## src/rtl/ps2_device_tx.sv

```systemverilog
// PS/2 device-side transmitter: byte FIFO feeding an 11-bit frame
// serialiser that drives ps2_clk/ps2_data like a keyboard.
module ps2_device_tx #(
  parameter int unsigned HALF_PERIOD = 4,
  parameter int unsigned GAP_CYCLES  = 8,
  parameter int unsigned FIFO_DEPTH  = 4
) (
  input  logic       clk,
  input  logic       resetn,
  input  logic       tx_valid,
  input  logic [7:0] tx_data,
  output logic       tx_ready,
  input  logic       host_inhibit,
  output logic       ps2_clk,
  output logic       ps2_data,
  output logic       busy,
  output logic       frame_done
);

  localparam int unsigned FIFO_AW = $clog2(FIFO_DEPTH);
  localparam int unsigned MAXC =
    (HALF_PERIOD > GAP_CYCLES) ? HALF_PERIOD : GAP_CYCLES;
  localparam int unsigned CW = $clog2(MAXC + 1);

  typedef enum logic [1:0] {
    S_IDLE,
    S_HIGH,
    S_LOW,
    S_GAP
  } state_t;

  logic [7:0]         mem [FIFO_DEPTH];
  logic [FIFO_AW-1:0] wr_ptr;
  logic [FIFO_AW-1:0] rd_ptr;
  logic [FIFO_AW:0]   count;
  logic               full;
  logic               empty;
  logic               push;
  logic               pop;

  state_t      state_q;
  state_t      state_d;
  logic [CW-1:0] cnt_q;
  logic [CW-1:0] cnt_d;
  logic [3:0]  bit_q;
  logic [3:0]  bit_d;
  logic [10:0] frame_q;
  logic [10:0] frame_d;
  logic [7:0]  head;
  logic        start;
  logic        clk_d;
  logic        data_d;
  logic        done_d;

  assign full     = (count == (FIFO_AW+1)'(FIFO_DEPTH));
  assign empty    = (count == '0);
  assign tx_ready = !full;
  assign push     = tx_valid && !full;
  assign head     = mem[rd_ptr];
  assign busy     = (state_q != S_IDLE);

  always_ff @(posedge clk) begin
    if (push) begin
      mem[wr_ptr] <= tx_data;
    end
  end

  always_ff @(posedge clk) begin
    if (!resetn) begin
      wr_ptr <= '0;
      rd_ptr <= '0;
      count  <= '0;
    end else begin
      if (push) begin
        wr_ptr <= wr_ptr + FIFO_AW'(1);
      end
      if (pop) begin
        rd_ptr <= rd_ptr + FIFO_AW'(1);
      end
      unique case (1'b1)
        push && !pop: count <= count + (FIFO_AW+1)'(1);
        pop && !push: count <= count - (FIFO_AW+1)'(1);
        default:      count <= count;
      endcase
    end
  end

  // State register; line outputs are registered from next-state values
  always_ff @(posedge clk) begin
    if (!resetn) begin
      state_q    <= S_IDLE;
      cnt_q      <= '0;
      bit_q      <= '0;
      frame_q    <= '1;
      ps2_clk    <= 1'b1;
      ps2_data   <= 1'b1;
      frame_done <= 1'b0;
    end else begin
      state_q    <= state_d;
      cnt_q      <= cnt_d;
      bit_q      <= bit_d;
      frame_q    <= frame_d;
      ps2_clk    <= clk_d;
      ps2_data   <= data_d;
      frame_done <= done_d;
    end
  end

  always_comb begin
    state_d = state_q;
    cnt_d   = cnt_q;
    bit_d   = bit_q;
    start   = 1'b0;
    pop     = 1'b0;
    unique case (state_q)
      S_IDLE: begin
        if (!empty && !host_inhibit) begin
          start   = 1'b1;
          state_d = S_HIGH;
          bit_d   = '0;
          cnt_d   = '0;
        end
      end
      S_HIGH: begin
        if (host_inhibit) begin
          state_d = S_IDLE;
          cnt_d   = '0;
        end else if (cnt_q == CW'(HALF_PERIOD - 1)) begin
          state_d = S_LOW;
          cnt_d   = '0;
        end else begin
          cnt_d = cnt_q + CW'(1);
        end
      end
      S_LOW: begin
        if (host_inhibit) begin
          state_d = S_IDLE;
          cnt_d   = '0;
        end else if (cnt_q == CW'(HALF_PERIOD - 1)) begin
          cnt_d = '0;
          if (bit_q < 4'd10) begin
            bit_d   = bit_q + 4'd1;
            state_d = S_HIGH;
          end else begin
            pop     = 1'b1;
            state_d = S_GAP;
          end
        end else begin
          cnt_d = cnt_q + CW'(1);
        end
      end
      S_GAP: begin
        // Expiry acts as the IDLE decision so the gap is exactly GAP_CYCLES
        if (cnt_q == CW'(GAP_CYCLES - 1)) begin
          cnt_d = '0;
          if (!empty && !host_inhibit) begin
            start   = 1'b1;
            state_d = S_HIGH;
            bit_d   = '0;
          end else begin
            state_d = S_IDLE;
          end
        end else begin
          cnt_d = cnt_q + CW'(1);
        end
      end
      default: begin
        state_d = S_IDLE;
        cnt_d   = '0;
      end
    endcase
  end

  always_comb begin
    frame_d = start ? {1'b1, ~^head, head, 1'b0} : frame_q;
    clk_d   = (state_d != S_LOW);
    data_d  = 1'b1;
    if (state_d == S_HIGH || state_d == S_LOW) begin
      data_d = frame_d[bit_d];
    end
    done_d = pop;
  end

endmodule
```

## config.mk

```make
export PLATFORM = sky130hd
export DESIGN_NAME = ps2_device_tx
export DESIGN_NICKNAME = d
export VERILOG_FILES = /design/src/rtl/ps2_device_tx.sv
export SDC_FILE = /design/constraint.sdc
export NUM_CORES = 1
export LEC_CHECK = 0
export BUFFER_PORTS_ARGS = -buffer_cell sky130_fd_sc_hd__buf_2
export CAP_MARGIN = 30
export CORE_ASPECT_RATIO = 2
export CORE_UTILIZATION = 54
export DETAILED_ROUTE_END_ITERATION = 10
export GPL_TIMING_DRIVEN = 0
export HOLD_SLACK_MARGIN = 0.12
export MAX_ROUTING_LAYER = met4
export PLACE_DENSITY = 0.85
export SETUP_SLACK_MARGIN = 0.2
export SLEW_MARGIN = 0
export SYNTH_ARGS = -nofsm -noshare
export SYNTH_HDL_FRONTEND = slang
export SYNTH_SLANG_ARGS = --single-unit
```

## constraint.sdc

```tcl
create_clock -name clk -period 2.77 [get_ports clk]
set_clock_uncertainty 0.05 [all_clocks]
set_input_delay 0.277 -clock clk [delete_from_list [all_inputs] [get_ports clk]]
set_output_delay 0.277 -clock clk [all_outputs]
set_load 0.05 [all_outputs]
```

---- Word level (Yosys, flattened, before mapping) ----
Memories as Yosys holds them, arrays and structs flattened. A register that Yosys moved wholly into a read port is not among the register bits.
Index checks and enable logic that the tools add are counted.
operators by class
  add/sub/neg operators ................... 6
  equal/unequal tests ..................... 10
  mux-type cells .......................... 35
  magnitude comparators ................... 2
  reduce and logical (&&, ||, !) cells .... 17
operator list
  kind                                                                   count
  4-bit two-way mux                                                      9
  4-bit one-hot mux with 3 select lines                                  2
  2-bit two-way mux                                                      9
  11-bit two-way mux                                                     1
  1-bit two-way mux                                                      10
  4-bit by 1-bit adder with 4-bit output, second input constant          2
  2-bit one-hot mux with 4 select lines                                  1
  8-bit XNOR reduction                                                   1
  2-bit equality test, second input constant                             3
  3-bit one-hot mux with 2 select lines                                  1
  1-bit logical NOT                                                      5
  4-bit by 5-bit < comparator with 1-bit output, second input constant   1
  2-bit by 1-bit adder with 2-bit output, second input constant          2
  1-bit binary-select mux with 4-bit select                              1
  2-bit by 1-bit equality test with 1-bit output, second input constant  2
  4-bit by 2-bit equality test with 1-bit output, second input constant  1
  4-bit by 3-bit equality test with 1-bit output, second input constant  1
  1-bit logical AND                                                      4
  4-bit < comparator, second input constant                              1
  2-bit inequality test, second input constant                           2
  2-bit nonzero test                                                     2
  3-bit by 1-bit adder with 3-bit output, second input constant          1
  3-bit equality test, second input constant                             1
  3-bit logical NOT                                                      1
  other kinds (6)                                                        6
storage, ports and cells
  input port bits ......................... 12
  output and inout bits ................... 5
  memory bits (writable) .................. 32
  memories kept ........................... 1
  word-level logic and storage cells ...... 81
  bits in registers ....................... 31
memory list
  memory  depth  bits a word  read ports  clocked after memory_dff  write ports  RTL line  RTL
  mem     4      8            1           1                         1            32        logic [7:0] mem [FIFO_DEPTH];

---- Longest topological paths before layout ----
Gate-level depths: netlist of the first run.
  depth after elaboration ................. 9
  mapped depth ............................ 12
  mapped depth without buffers ............ 11

---- Worst setup path after synthesis of the first run ----
Ideal clock, no wire load.
  kind .................................... register -> register
  start ................................... register cnt_q[0]
  end ..................................... register count[2]
  path buffers ............................ 1
  path slack .............................. -0.095 ns
  arrival time ............................ 2.746 ns
  setup time .............................. 0.070 ns
  required time ........................... 2.650 ns
  clock period less this slack ............ 2.865 ns
  stages on the path, launching flop included .. 11
  cells stage by stage .................... dfxtp_1 > ha_1 > or3b_1 > buf_2 > nor4_1 > ha_1 > inv_1 > fa_1 > xor2_1 > or3_1 > a21oi_1
on the way
  longest elaborated chain between the ends .. 7
  elaborated cells between the ends (all ways) .. 9
  classes of those cells .................. eq/ne: 1; mux: 4; reduce/logical: 4
RTL lines
  element                                                                      RTL line  RTL
  start: declaration                                                           43        logic [CW-1:0] cnt_q;
  start signal: assignment                                                     100       cnt_q <= cnt_d;
  4-bit by 2-bit equality test with 1-bit output (*)                           139       end else if (cnt_q == CW'(HALF_PERIOD - 1)) begin
  1-bit two-way mux (*)                                                        139
  1-bit two-way mux (*)                                                        136       if (host_inhibit) begin
  1-bit two-way mux (*)                                                        115       unique case (state_q)
  named net done_d                                                             53        logic done_d;
  1-bit logical NOT                                                            81        push && !pop: count <= count + (FIFO_AW+1)'(1);
  1-bit logical AND                                                            81
  3-bit one-hot mux with 2 select lines or 2-bit nonzero test (tied branches)  --
  end signal: assignment                                                       81
  end signal: assignment                                                       82        pop && !push: count <= count - (FIFO_AW+1)'(1);
  end signal: assignment                                                       83        default: count <= count;
  end: declaration                                                             35        logic [FIFO_AW:0] count;
Mark *: on every way through the listed nets, which the timed path passes. The rest lies on a longest branch.
A chain may end at the register's enable or synchronous reset.

---- Final worst setup path of the first run ----
Same ends and word-level chain as after synthesis.

==> results_dict.tcl, run 1 <==
set metrics [dict create \
    internal-power_mw 1.68 \
    wire_per_inst_um 15.7 \
    rrSetupSlack_ps 210 \
    combPwrFrac 0.136 \
    cts_max_path_buffers 2 \
    status "finished, final reports clean" \
    netSwitchingFraction 0.256 \
    coreArea_um2 5420 \
    drive_gt1_frac 0.245 \
    syn_area_um2 3030 \
    grt_pass1_vias 2124 \
    grt_max_degree 13 \
    routed.top_layer "met4" \
    setup_viol 0 \
    crit_fanout 6 \
    maxCapViolations 0 \
    seq_area_frac_synth 0.535 \
    drt-initial-drc-count 44 \
    synthFlopType "dfxtp_1" \
    power_leakage_nw 1.37 \
    synth_edf_count 32 \
    synth-seq-cells 65 \
    startpoint_type "register" \
    fin_nets 339 \
    num_vias 2124 \
    wirelength_mm 5.93 \
    critical_path_required_ps 3010 \
    rows 38 \
    wl_met3_um 151 \
    grt_use_total 0.239 \
    floorplan.initialDensity 0.560 \
    num_io_pins 17 \
    fillers 419 \
    die_area_um2 5940 \
    multiInputGateArea_um2 1370 \
    gp_congestion 0.840 \
    power_frac_seq 0.477 \
    place_hpwl_mm 4.15 \
    final_hold_viol_count 0 \
    switchingPower_uw 580 \
    dr_wl_met2_mm 3.36 \
    dr.pass1.iters 4 \
    syn-num-nets 293 \
    clkLatencyLatePin_ps 350 \
    cp-end-kind "register" \
    powerDensity_nw_per_um2 620 \
    antenna_found_initial 0 \
    cp_data_arrival_time_ps 2800 \
    die_h_um 108 \
    slew_headroom 0.642 \
    ys_warn_count 0 \
    post-route-period-util 0.924 \
    avgSynthCellArea_um2 11.3 \
    antenna_left 0 \
    cts_buffers 9 \
    grt_pass1_wl_mm 9.36 \
    synthCells 268 \
    grt_overflow 0 \
    rsz0062_at_grt "true" \
    fmax_mhz 391 \
    vias_per_cell 5.60 \
    critPathKind "register to register" \
    cts_tree "built" \
    hp-class "input port to register" \
    irDropWorstVdd_v 0.000593 \
    ys_async_sr_fraction 0 \
    htreeDepth 3 \
    finalCriticalPeriod_ps 2560 \
    final-max-slew-violation-count 0 \
    wl_met1_mm 2.14 \
    cts.sinks 65 \
    clkTransAtPathRegs_ps 80 \
    clkPwrFrac 0.387 \
    tightest_slew_ps 531 \
    portBuffers 16 \
    cts_root_buffer "clkbuf_8" \
    ys_types 51 \
    hold_ws_ps 167 \
    die_w_um 55.0 \
    fin_tns_setup_ps 0 \
    seq_area_um2 1620 \
    areaGrowthSynthToFinish_pct 20.5 \
    drc 0 \
    diodes 0 \
]
-- power groups by stage --
stage | sequential (mW) | combinational [mW] | clock, mW
2_1_floorplan | 1.10 | 0.209 | 0
3_3_place_gp | 1.10 | 0.272 | 0
3_5_place_dp | 1.10 | 0.284 | 0
4_1_cts | 1.08 | 0.297 | 0.891
5_1_grt | 1.08 | 0.336 | 0.930
6_report | 1.08 | 0.307 | 0.877
-- logic make-up (layout without fill, tap and decap cells) --
family	after synthesis	after routing	synth area share
compound gates	44	44	0.0957
xor+xnor	12	12	0.0347
fa+ha+maj	13	13	0.0561
buf+inv	24	75	0.0363
flops	65	65	0.535
mux	16	16	0.0870
simple gates	94	94	0.156
-- sequential cells by signal, summed over array words and instances, names as in the netlist, 2 cells and up, named ones only --
signal,flops
mem,32
frame_q,11
bit_q,4
cnt_q,4
count,3
rd_ptr,2
state_q,2
wr_ptr,2
-- what timing repair did --
item,in CTS,in global routing
gates resized for setup,3,9
endpoints found under the hold margin,32,0
setup buffers,6,5
setup endpoints to repair,3,2
pin swaps,2,4
hold buffers,8,0
-- worst paths after layout --
path               start           to  cells past startpoint
max             cnt_q[0]     count[2]                     11
min               resetn   frame_q[4]                      2
max reg2reg     cnt_q[0]     count[2]                     11
min reg2reg  frame_q[10]  frame_q[10]                      1
-- placed cells by master, fill, tap and decap left out, types with 5 or more instances in the layout --
cell / instances
edfxtp_1: 32
xnor2_1: 9
nand2_1: 23
mux2i_1: 5
nand3_1: 8
ha_1: 8
mux4_2: 8
clkbuf_8: 9
buf_4: 11
nor2_1: 31
and2_1: 5
o21ai_0: 10
dfxtp_1: 31
inv_1: 11
dlygate4sd3_1: 8
buf_2: 18
a21oi_1: 13
-- critical path, cell delays in order, from the launching register on --
cell     delay (ps)
dfxtp_2         360
ha_4            140
or3b_1          350
buf_6           140
nor4_4          190
buf_4           180
ha_4            130
inv_2            30
fa_2            340
xor2_2          150
or3_1           300
a21oi_1         120
-- metal layers --
metal,track usage,vias up
li1,-,1057
met1,0.208,1000
met2,0.415,41
met3,0.0689,26
met4,0.148,0
met5,-,-
-- cell usage after synthesis, types with 2 or more instances --
cell type / number / area, µm²
dfxtp_1: 33 / 661
mux2_2: 2 / 22.5
mux2i_1: 5 / 50.1
nor4_2: 2 / 25.0
nor2_1: 31 / 116
buf_1: 2 / 7.51
nand3_1: 8 / 40.0
nor4_1: 3 / 18.8
and3_1: 4 / 25.0
inv_1: 12 / 45.0
o211ai_1: 2 / 15.0
clkbuf_1: 3 / 11.3
buf_6: 2 / 22.5
and2_1: 5 / 31.3
xor2_1: 3 / 26.3
nor3_1: 2 / 10.0
nand2_1: 23 / 86.3
o21ai_0: 11 / 55.1
nand2b_1: 4 / 25.0
buf_2: 4 / 20.0
or3_1: 4 / 25.0
mux4_2: 8 / 180
a311oi_1: 2 / 17.5
ha_1: 12 / 150
edfxtp_1: 32 / 961
a21o_1: 2 / 15.0
nand3b_1: 2 / 15.0
nor2b_1: 2 / 12.5
a21oi_1: 13 / 65.1
xnor2_1: 9 / 78.8
-- per-stage QoR --
| step | setup slack [ps] | total power [mW] | cell area (µm²) | instances | util |
|---|---|---|---|---|---|
| after floorplan | 214 | 1.31 | 3070 | 268 | - |
| after global placement | 73.4 | 1.37 | 3230 | 344 | 0.596 |
| after detailed placement | 4.24 | 1.38 | 3230 | 344 | 0.596 |
| after CTS | 187 | 2.27 | 3580 | 374 | 0.661 |
| after global routing | 141 | 2.35 | 3650 | 379 | 0.674 |
| final | 211 | 2.26 | 3650 | 379 | 0.674 |
-- final cells by class --
class | instances | share of cell area
Sequential cell | 65 | 0.445
Multi-Input combinational cell | 179 | 0.375
Timing Repair Buffer | 35 | 0.0664
Clock buffer | 9 | 0.0339
Clock inverter | 7 | 0.0257
Buffer | 11 | 0.0205
Tap cell | 60 | 0.0205
Inverter | 13 | 0.0134
(Power assumes the default switching activity.)
==> inputs of run 2 (changes only) <==
- CORE_ASPECT_RATIO: 2 -> 1.1
==> results_dict.tcl, run 2 (same netlist as run 1, synthesis figures left out) <==
set metrics [dict create \
    status "finished, final reports clean" \
    startpoint_type "register" \
    drc 0 \
    fin_tns_setup_ps 0 \
    areaGrowthSynthToFinish_pct 18.7 \
    num_vias 2142 \
    final_common_cell "edfxtp_1" \
    critical_path_required_ps 3000 \
    internal-power_mw 1.51 \
    die_h_um 80.6 \
    cp-end-kind "register" \
    netSwitchingFraction 0.287 \
    finalCriticalPeriod_ps 2600 \
    tightest_slew_ps 606 \
    antenna_left 0 \
    antenna_found_initial 0 \
    powerDensity_nw_per_um2 589 \
    combPwrFrac 0.137 \
    die_w_um 73.5 \
    cts.sinks 65 \
    fillers 440 \
    vias_per_cell 5.46 \
    cts_max_path_buffers 2 \
    crit_fanout 4 \
    cts_buffers 9 \
    die_area_um2 5920 \
    coreArea_um2 5400 \
    place_hpwl_mm 3.85 \
    fin_nets 337 \
    fmax_mhz 384 \
    dr.pass1.iters 4 \
    grt_use_total 0.221 \
    power_leakage_nw 1.34 \
    maxCapViolations 0 \
    slew_headroom 0.592 \
    grt_pass1_wl_mm 9.32 \
    top_register "mem" \
    setup_slack_ps 169 \
    drive_gt1_frac 0.230 \
    top_regs "mem x32, frame_q x11" \
    gp_congestion 0.821 \
    critPathKind "register to register" \
    cts_root_buffer "clkbuf_8" \
    portBuffers 16 \
    irDropWorstVdd_v 0.000604 \
    place_ws_ps -3.38 \
    cts_tree "built" \
    hold_ws_ps 129 \
    clkTransAtPathRegs_ps 80 \
    most-common-layout-cells "32 x edfxtp_1, 31 x nor2_1, 31 x dfxtp_1, 23 x nand2_1, 19 x buf_2" \
    rows 28 \
    wirelength_mm 5.66 \
    rsz0062_at_grt "true" \
    grt_overflow 0 \
    drt-initial-drc-count 187 \
    grt_pass1_vias 2073 \
    grt_max_degree 15 \
    clkLatencyLatePin_ps 350 \
    num_io_pins 17 \
    cp_data_arrival_time_ps 2830 \
    floorplan.initialDensity 0.562 \
    final-max-slew-violation-count 0 \
    diodes 0 \
    hp-class "input port to register" \
    power_frac_seq 0.509 \
    wire_per_inst_um 14.4 \
    post-route-period-util 0.939 \
    clkPwrFrac 0.354 \
    final_hold_viol_count 0 \
    switchingPower_uw 608 \
    setup_viol 0 \
    largest_reg_flops 32 \
    htreeDepth 3 \
]
==> run 2: changes by cell type in the layout (fill, tap and decap cells not counted), sizes merged <==
cell	delta
clkbuf	-1
clkinv	-1
buf	-1
inv	+3
bufinv	-2
==> run 2: final timing paths <==
path                            startpoint          to  slack, ps  cells after the start
worst min-delay path                resetn  frame_q[4]        130                      2
worst min register to register  frame_q[0]  frame_q[0]        410                      2
worst max-delay path              cnt_q[0]    count[2]        170                     10
worst max register to register    cnt_q[0]    count[2]        170                     10
==> run 2: cell type report <==
class	count	area, µm²	share of cell area
multi-input combinational	179	1350	0.375
inverter	13	48.8	0.0136
clock buffer	9	124	0.0344
tap	75	93.8	0.0261
sequential	65	1630	0.452
timing repair buffer	33	228	0.0633
clock inverter	7	60.1	0.0167
buffer	11	67.6	0.0188
==> run 2: per-layer routing <==
layer / vias to the layer above / global-route usage / share of wire
met1: 1018 / 0.252 / 0.42
met4: 0 / 0.0885 / 0.025
met5: - / - / 0
li1: 1061 / - / -
met3: 16 / 0.0640 / 0.037
met2: 47 / 0.366 / 0.51
==> run 2: power by group through the flow <==
stage / Combinational [mW] / Sequential [mW] / Clock, mW
detailed placement: 0.275 / 1.10 / 0
global route: 0.323 / 1.08 / 0.793
global placement: 0.268 / 1.10 / 0
floorplan: 0.209 / 1.10 / 0
finish: 0.289 / 1.08 / 0.750
CTS: 0.288 / 1.08 / 0.757
==> run 2: per-stage QoR <==
stage                      util  total power, mW  area [µm²]  instances
final                     0.667             2.12        3600        392
after floorplan               -             1.31        3070        268
after CTS                 0.664             2.12        3580        392
after global routing      0.667             2.20        3600        392
after global placement    0.602             1.36        3250        359
after detailed placement  0.602             1.38        3250        359
==> run 2: worst max-delay path: stages (launching register included) <==
cell and delay, ps:
dfxtp_4 370, ha_4 140, or3b_1 350, buf_6 140, nor4_4 280, ha_2 250
inv_2 40, fa_2 330, xor2_1 160, or3_1 300, a21oi_1 140
==> run 2: repair_timing <==
item,CTS,global route
gates resized for setup,2,3
endpoints found under the setup margin,3,3
endpoints found under the hold margin,32,0
hold buffers,8,0
setup buffers,9,0
pin swaps,4,1
==> inputs of run 3 (changes only) <==
- ABC_AREA: unset -> 1
- CORE_MARGIN: unset -> 5
- CORE_UTILIZATION: 54 -> 55
- PLACE_DENSITY: 0.85 -> 0.86
==> results_dict.tcl, run 3 <==
set metrics [dict create \
    avgSynthCellArea_um2 7.93 \
    crit_fanout 5 \
    floorplan.initialDensity 0.568 \
    power_leakage_nw 1.73 \
    tightest_slew_ps 765 \
    max_stage_delay_ps 420 \
    final-max-slew-violation-count 0 \
    die_w_um 83.6 \
    gp_congestion 0.916 \
    slew_headroom 0.488 \
    synth.most_common_cell "nand2_1" \
    instances_no_fill 531 \
    synthFlopType "dfxtp_1" \
    routed.top_layer "met4" \
    startpoint_type "register" \
    synth_edf_count 32 \
    status "finished, final reports clean" \
    ys_warn_count 0 \
    cts_tree "built" \
    critPathKind "register to register" \
    top_register "mem" \
    coreArea_um2 5770 \
    final_common_cell "nand2_1" \
    ys_top_cells_by_area "edfxtp_1 29%, dfxtp_1 20%, nand2_1 17%" \
    fin_nets 474 \
    grt_pass1_vias 2657 \
    maxCapViolations 0 \
    die_area_um2 7600 \
    hp-class "input port to register" \
    fillers 461 \
    fmax_mhz 408 \
    cp-end-kind "register" \
    synth-seq-cells 65 \
    rsz0062_at_grt "false" \
    hold_ws_ps 177 \
    ys_types 37 \
    irDropWorstVdd_v 0.000506 \
    powerDensity_nw_per_um2 602 \
    cp_num_buf_inv 1 \
    fin_tns_setup_ps 0 \
    dr_wl_met2_mm 3.69 \
    synthCells 413 \
    seq_area_frac_synth 0.495 \
    grt_max_degree 12 \
    diodes 0 \
    clkLatencyLatePin_ps 350 \
    synth_top_cell_by_area "edfxtp_1" \
    ys_top_cells_by_count "148 x nand2_1, 47 x nand3_1, 44 x inv_1" \
    drt-initial-drc-count 162 \
    grt_overflow 0 \
    finalCriticalPeriod_ps 2450 \
    syn-num-nets 438 \
    vias_per_cell 5.26 \
    place_ws_ps -172 \
    worstPathCellList "ha_4 > nand3_2 > nor4_4 > ha_1 > inv_1 > fa_1 > a21oi_1 > o21ai_0 > o21ai_0 > a21oi_1" \
    drive_gt1_frac 0.132 \
    num_io_pins 17 \
    wirelength_mm 7.11 \
    antenna_found_initial 0 \
    place_hpwl_mm 4.77 \
    top_regs "mem x32, frame_q x11" \
    grt_pass1_wl_mm 11.9 \
    cts_buffers 9 \
    areaGrowthSynthToFinish_pct 16.4 \
    wl_met1_mm 2.87 \
    cts.sinks 65 \
    cpLargestDelayFamily "adder cells" \
    die_h_um 90.9 \
    dr.pass1.iters 7 \
    setup_viol 0 \
    drc 0 \
    num_vias 2795 \
    crit_slowest_cell "dfxtp_1" \
    cp_data_arrival_time_ps 2630 \
    setup_slack_ps 322 \
    rows 29 \
    clkTransAtPathRegs_ps 70 \
    most-common-layout-cells "148 x nand2_1, 47 x nand3_1, 43 x inv_1, 33 x dfxtp_1, 32 x edfxtp_1" \
    cts_root_buffer "clkbuf_8" \
    final_hold_viol_count 0 \
    syn_area_um2 3280 \
    cts_max_path_buffers 2 \
    grt_use_total 0.199 \
    critical_path_required_ps 2950 \
    wl_met3_um 413 \
    largest_reg_flops 32 \
    antenna_left 0 \
    post-route-period-util 0.884 \
    wire_per_inst_um 13.4 \
    htreeDepth 3 \
    dp.cells 506 \
    netlist.area_leader.share 0.293 \
    portBuffers 16 \
    ys_async_sr_fraction 0 \
]
## run 3: cell types whose count changed after synthesis, moves of 5 or more
cell     before  now
nand2_2       0    5
xnor2_1       9    0
mux4_2        8    0
nand2_1      23  148
and2_1        5    0
nor2_1       31   24
mux2i_1       5    0
inv_1        12   44
nand3_1       8   47
## run 3: area by class of cell
cell class	instances	area (µm²)	share of cell area
tap	77	96.3	0.0253
clock inverter	2	60.1	0.0158
clock buffer	14	173	0.0453
multi-input combinational	289	1450	0.380
inverter	50	190	0.0499
buffer	9	56.3	0.0148
sequential	65	1620	0.425
timing repair buffer	25	168	0.0440
## run 3: cells by family (layout without fill, tap and decap cells)
logic type,Yosys count,in the layout,share of synthesized area
flops,65,65,0.495
xor+xnor,1,1,0.00267
compound gates,39,39,0.0684
fa+ha+maj,13,13,0.0519
buf+inv,59,100,0.0752
simple gates,236,236,0.307
## run 3: what timing repair did
action	in CTS	in global routing
hold buffers	8	0
cloned	0	0
setup endpoints to repair	2	1
buffers inserted	1	0
resized for setup	3	4
pin swaps	1	1
hold endpoints to repair	32	0
## run 3: path summary, 6_finish.rpt
path	start	end	slack [ps]	cells after the start
max	cnt_q[0]	count[2]	320	10
min reg2reg	frame_q[10]	frame_q[10]	380	2
min	resetn	cnt_q[0]	180	3
max reg2reg	cnt_q[0]	count[2]	320	10
## run 3: stage by stage
step / utilization / total power [mW] / cell area (µm²)
floorplan: - / 1.29 / 3280
global placement: 0.598 / 1.35 / 3450
detailed placement: 0.598 / 1.36 / 3450
CTS: 0.657 / 2.28 / 3790
global route: 0.661 / 2.39 / 3810
finish: 0.661 / 2.29 / 3810
## run 3: power by group
group,internal (mW),switching (mW),leakage [nW]
Clock,0.582,0.352,0.117
Sequential,1.05,0.0191,0.562
Combinational,0.0929,0.193,1.05
## run 3: layer usage
layer / vias up / global-route usage
li1: 1408 / -
met1: 1284 / 0.216
met2: 82 / 0.342
met3: 21 / 0.0561
met4: 0 / 0.0845
met5: - / -
## run 3: worst reg2reg max path, delay by kind of cell, from the launching register on
| kind | cells | cell delay (ps) |
|---|---|---|
| adder cells (fa/ha/maj) | 3 | 790 |
| AO/OA/AOI/OAI | 4 | 510 |
| AND/OR/NAND/NOR | 2 | 500 |
| flip-flops | 1 | 420 |
| buffers and inverters | 1 | 70 |
